==> config.mk <==
export PLATFORM = sky130hd
export DESIGN_NAME = shift_exec_stage
export DESIGN_NICKNAME = d
export VERILOG_FILES = /design/src/rtl/shift_exec_stage.sv
export SDC_FILE = /design/constraint.sdc
export NUM_CORES = 1
export LEC_CHECK = 0
export ABC_CLOCK_PERIOD_IN_PS = 4950
export CAP_MARGIN = 20
export CELL_PAD_IN_SITES_DETAIL_PLACEMENT = 2
export CELL_PAD_IN_SITES_GLOBAL_PLACEMENT = 2
export CORE_MARGIN = 3
export CORE_UTILIZATION = 39
export DETAILED_ROUTE_END_ITERATION = 6
export PLACE_DENSITY = 0.95
export SETUP_SLACK_MARGIN = 0.02
export SYNTH_ARGS = -nofsm -noshare
export SYNTH_HDL_FRONTEND = slang
export SYNTH_SLANG_ARGS = --single-unit
==> constraint.sdc <==
create_clock -name clk -period 4.95 [get_ports clk]
set_clock_uncertainty 0.15 [all_clocks]
set_input_delay 1.485 -clock clk [delete_from_list [all_inputs] [get_ports clk]]
set_output_delay 1.485 -clock clk [all_outputs]
set_load 0.03 [all_outputs]
==> src/rtl/shift_exec_stage.sv <==
// ---------------------------------------------------------------------------
// shift_exec_stage
//
// Two-stage pipelined execute slot for shift instructions (SLL/SRL/SRA/ROR).
// S1 latches the decoded op, rs1, the resolved 5-bit shift amount and the
// destination tag. The shift is computed combinationally from S1. S2
// registers the result, the tag and the zero/neg flags for writeback. Both
// the upstream and the downstream side use a valid/ready handshake. The
// stage sustains one op per cycle and honours downstream backpressure.
//
// Parameters:
//   WIDTH    datapath width (fixed at 32)
//   SHAMT_W  shift-amount width (log2 WIDTH)
//   TAG_W    destination-register tag width
//
// Ports:
//   clk, rst      clock, asynchronous active-high reset
//   in_valid      upstream offers an operation
//   in_ready      stage can accept this cycle
//   in_op         00 SLL, 01 SRL, 10 SRA, 11 ROR
//   in_amt_sel    0: amount = in_rs2[4:0], 1: amount = in_shamt
//   in_rs1        value to shift
//   in_rs2        register amount source (only low SHAMT_W bits used)
//   in_shamt      immediate amount
//   in_tag        destination register index
//   out_valid     result available
//   out_ready     downstream accepts result
//   out_data      shifted result
//   out_tag       tag of result
//   out_zero      out_data == 0
//   out_neg       out_data MSB
// ---------------------------------------------------------------------------
module shift_exec_stage #(
    parameter int WIDTH   = 32,
    parameter int SHAMT_W = 5,
    parameter int TAG_W   = 5
) (
    input  logic               clk,
    input  logic               rst,
    input  logic               in_valid,
    output logic               in_ready,
    input  logic [1:0]         in_op,
    input  logic               in_amt_sel,
    input  logic [WIDTH-1:0]   in_rs1,
    input  logic [WIDTH-1:0]   in_rs2,
    input  logic [SHAMT_W-1:0] in_shamt,
    input  logic [TAG_W-1:0]   in_tag,
    output logic               out_valid,
    input  logic               out_ready,
    output logic [WIDTH-1:0]   out_data,
    output logic [TAG_W-1:0]   out_tag,
    output logic               out_zero,
    output logic               out_neg
);

    localparam logic [1:0] OP_SLL = 2'b00;
    localparam logic [1:0] OP_SRL = 2'b01;
    localparam logic [1:0] OP_SRA = 2'b10;
    localparam logic [1:0] OP_ROR = 2'b11;

    // S1: operand register
    logic               s1_valid;
    logic [1:0]         s1_op;
    logic [WIDTH-1:0]   s1_rs1;
    logic [SHAMT_W-1:0] s1_amt;
    logic [TAG_W-1:0]   s1_tag;

    // S2: result register
    logic               s2_valid;
    logic [WIDTH-1:0]   s2_data;
    logic [TAG_W-1:0]   s2_tag;
    logic               s2_zero;
    logic               s2_neg;

    logic               s1_load;
    logic               s2_load;
    logic               out_fire;
    logic [SHAMT_W-1:0] in_amt;

    logic [WIDTH-1:0]   shift_res;
    logic [2*WIDTH-1:0] ror_wide;
    logic signed [WIDTH-1:0] rs1_signed;

    // Only the low amount bits of rs2 are architecturally meaningful;
    // the upper bits are deliberately ignored.
    logic unused_rs2_bits;
    assign unused_rs2_bits = &{1'b0, in_rs2[WIDTH-1:SHAMT_W]};

    // S2 can take a new entry when it is empty or draining this cycle.
    // in_ready reuses that so a full S1 still accepts when it moves on,
    // which is what gives full throughput and collapses bubbles.
    assign out_fire = s2_valid && out_ready;
    assign s2_load  = s1_valid && (!s2_valid || out_ready);
    assign in_ready = !s1_valid || s2_load;
    assign s1_load  = in_valid && in_ready;

    assign in_amt = in_amt_sel ? in_shamt : in_rs2[SHAMT_W-1:0];

    // Rotate is taken from the low half of rs1 doubled and shifted right,
    // which makes an amount of 0 pass rs1 unchanged with no special case.
    assign ror_wide   = {s1_rs1, s1_rs1} >> s1_amt;
    assign rs1_signed = s1_rs1;

    always_comb begin
        shift_res = '0;
        case (s1_op)
            OP_SLL:  shift_res = s1_rs1 << s1_amt;
            OP_SRL:  shift_res = s1_rs1 >> s1_amt;
            OP_SRA:  shift_res = rs1_signed >>> s1_amt;
            OP_ROR:  shift_res = ror_wide[WIDTH-1:0];
            default: shift_res = '0;
        endcase
    end

    // Operand stage. Data is only written on a capture, so it holds
    // stable while S1 waits behind a stalled S2.
    always_ff @(posedge clk or posedge rst) begin
        if (rst) begin
            s1_valid <= 1'b0;
            s1_op    <= '0;
            s1_rs1   <= '0;
            s1_amt   <= '0;
            s1_tag   <= '0;
        end else begin
            s1_valid <= s1_load || (s1_valid && !s2_load);
            if (s1_load) begin
                s1_op  <= in_op;
                s1_rs1 <= in_rs1;
                s1_amt <= in_amt;
                s1_tag <= in_tag;
            end
        end
    end

    // Result stage. Flags are derived from the shift result before it is
    // registered so the outputs come straight from flops.
    always_ff @(posedge clk or posedge rst) begin
        if (rst) begin
            s2_valid <= 1'b0;
            s2_data  <= '0;
            s2_tag   <= '0;
            s2_zero  <= 1'b0;
            s2_neg   <= 1'b0;
        end else begin
            s2_valid <= s2_load || (s2_valid && !out_fire);
            if (s2_load) begin
                s2_data <= shift_res;
                s2_tag  <= s1_tag;
                s2_zero <= (shift_res == '0);
                s2_neg  <= shift_res[WIDTH-1];
            end
        end
    end

    assign out_valid = s2_valid;
    assign out_data  = s2_data;
    assign out_tag   = s2_tag;
    assign out_zero  = s2_zero;
    assign out_neg   = s2_neg;

endmodule

==> results.md <==
- Status: finished, final reports clean
- Inst Count DP: roughly 1300
- Share of cells above drive strength 1: around a quarter
- Critical Path Fanout Max: 3
- Initial antenna violation count: 1
- Post-synthesis instance area: approximately 0.0091 mm2
- CP Capture Type: output port
- Yosys warns: 0
- Pin count of the biggest net entering global routing: between 60 and 70
- Die height: between 150 and 200 um
- Max Slew Vio Count: 0
- Post-synth EDFFs: 0
- Min-delay worst type: flop to flop
- H-tree Lvls: 3
- Initial DRC count: 1391
- Pwr Density: 465 mW/mm2
- Static Leakage: 3.97 nW
- Critical Setup Path Class: primary input to output port
- Core ar.: around 0.023 mm2
- Number of diodes: 0
- Post-synthesis register bit count: 84
- Worst EP arrival: roughly 2.8 ns
- Root buf cell: clkbuf_16
- Commonest non-fill, non-tap cell in the layout: nand2_1
- Worst-Skew Late Latency: 0.37 ns
- Crit path cell chain: clkdlybuf4s50_1 > nand3b_1 > clkdlybuf4s50_1
- Post-Layout Cell Count: roughly 1300
- Post-synthesis async set-or-reset flop share: between 90% and 100%
- Net count after synthesis: 1032
- Worst IR Drop VDD: 174 uV
- Layout area overhead: 14.8%
- TritonCTS clock tree: yes
- Max-slew headroom: 21.1%
- Nets: 1060
- Vias/cell: 7.27
- RSZ-0062 raised after global routing: false
- CTS Buf Count: 9
- Post-CTS Resized: 0
- Slowest CP cell: clkdlybuf4s50_1
- DRC viols: 0
- Critical path required time: ~3.3 ns
- Clock Sink Count: 84
- Critical Path Source Type: primary input
- First-pass GRT wire length: between 60 and 70 mm
- Post-synth cell types: 80
- Worst slew pin tran: 1.15 ns
- Via count: around 9400
- Post-layout min period: around 4.5 ns
- Routed wire length: 43.6 mm
- Post-synthesis sequential area ratio: 23.0%
- WL/cell: 33.6 um
- Most common cell on crit path: clkdlybuf4s50_1
- Row Count: 55
- Hpwl dp: 31.2 mm
- Max-cap viol count: 0
- Syn Area/Cell: about 9.6 um2
- Setup TNS Final: 0 ns
- Vias in the first global route: about 9900
- Die X-Extent: 159 um
- Top FF cell, synth: dfrtp_1
- Hold_buf cts: 0
- Post CTS Setup Buffer Count: 0
- Commonest cells after routing, fill and taps aside: nand2_1 (108), clkdlybuf4s50_1 (94), mux2i_1 (86)
- Starting Density: 40.0%
- Final hold violations: 0
- Max frequency: 224 MHz
- GPL Wtd Cong: 1.07
- Share of the synthesized area in the top cell type: 23.0%
- Total global-route track usage: 34.1%
- Final Cycle Share: 90.3%
- Post-route ant nets: 0
- # setup viols final: 0
- Reg clk slew, reported paths: 0.08 ns
- I/O Buffers: 94
- Pre-antenna DRT Iters: 6
- Mapped Cells: 951
- Ports: 122
- Clock buffer depth: 2
- Die area: 0.0253 mm2
- Largest area contributor in the synthesized netlist: dfrtp_1
- Worst hold slack: 0.333 ns
- Top post-synthesis cells by area: dfrtp_1 (23%), mux4_2 (18%), mux2_2 (9.6%), mux2i_1 (9.4%), nand2_1 (4.5%)
- Max stage delay on crit path: 0.70 ns
- Total gr overflow: 0
[critical path: cells and delay by family]
kind / cells / cell delay, ns
buf+inv: 2 / 1.17
simple gates: 1 / 0.18
[final timing paths]
check	end	from	slack [ns]	cells after the start
max reg2reg	out_zero	s1_amt[1]	0.53	9
min reg2reg	out_tag[3]	s1_tag[3]	0.33	2
min in group asynchronous	s1_tag[1]	rst	1.34	2
max	in_ready	out_ready	0.48	3
max in group asynchronous	s1_amt[2]	rst	2.41	3
min	out_tag[3]	s1_tag[3]	0.33	2
[cell families after synthesis]
group                  Yosys count  share of synthesized area (%)
buffers and inverters          131                           7.30
and+or+nand+nor                261                           13.5
muxes                          247                           38.4
AOI/OAI and AO/OA              228                           17.8
DFF                             84                           23.0
[layout make-up]
type / instances / area, um2
inverter: 14 / 53.8
sequential: 84 / 2110
clock buffer: 9 / 225
tap: 313 / 392
timing repair buffer: 134 / 1270
clock inverter: 7 / 67.6
multi-input combinational: 736 / 6360
fill: 2427 / 12400
[Yosys cell counts, types with 27 or more instances]
cell      number
nand2_1      109
clkbuf_1      66
buf_2         28
mux2_2        78
dfrtp_1       84
a21oi_1       39
mux4_2        73
nand3_1       27
nor2_1        47
mux2i_1       86
o21ai_0       46
[metrics by stage]
| step | utilization (%) | power [mW] | cell area (um2) | setup slack, ns |
|---|---|---|---|---|
| after floorplan | - | 2.94 | 9130 | 1.15 |
| after global placement | 44.5 | 3.88 | 10200 | 0.521 |
| after detailed placement | 44.5 | 4.03 | 10200 | 0.478 |
| after CTS | 45.8 | 4.79 | 10500 | 0.475 |
| after global routing | 45.9 | 5.05 | 10500 | 0.358 |
| final | 45.9 | 4.88 | 10500 | 0.478 |
[report_power, final]
part           internal (mW)  leakage, nW  switching (mW)
Clock                  0.352        0.133           0.349
Sequential             0.865         1.00           0.393
Combinational           1.19         2.83            1.73
Total                   2.41         3.97            2.47
[layer usage]
layer	global-route usage [%]	share of wire [%]	wire [um]
met5	0	0.030	13
met3	9.34	11	4910
met1	41.5	35	15400
met2	53.9	46	19900
met4	20.8	7.6	3300
[sequential cells by signal, summed over array words and instances, names as in the netlist]
name        count
s1_tag          5
s1_op           2
s1_valid        1
s1_amt          5
out_tag         5
rs1_signed     32
out_zero        1
out_valid       1
out_data       32
Note: power is estimated with default switching activity, not from simulation.
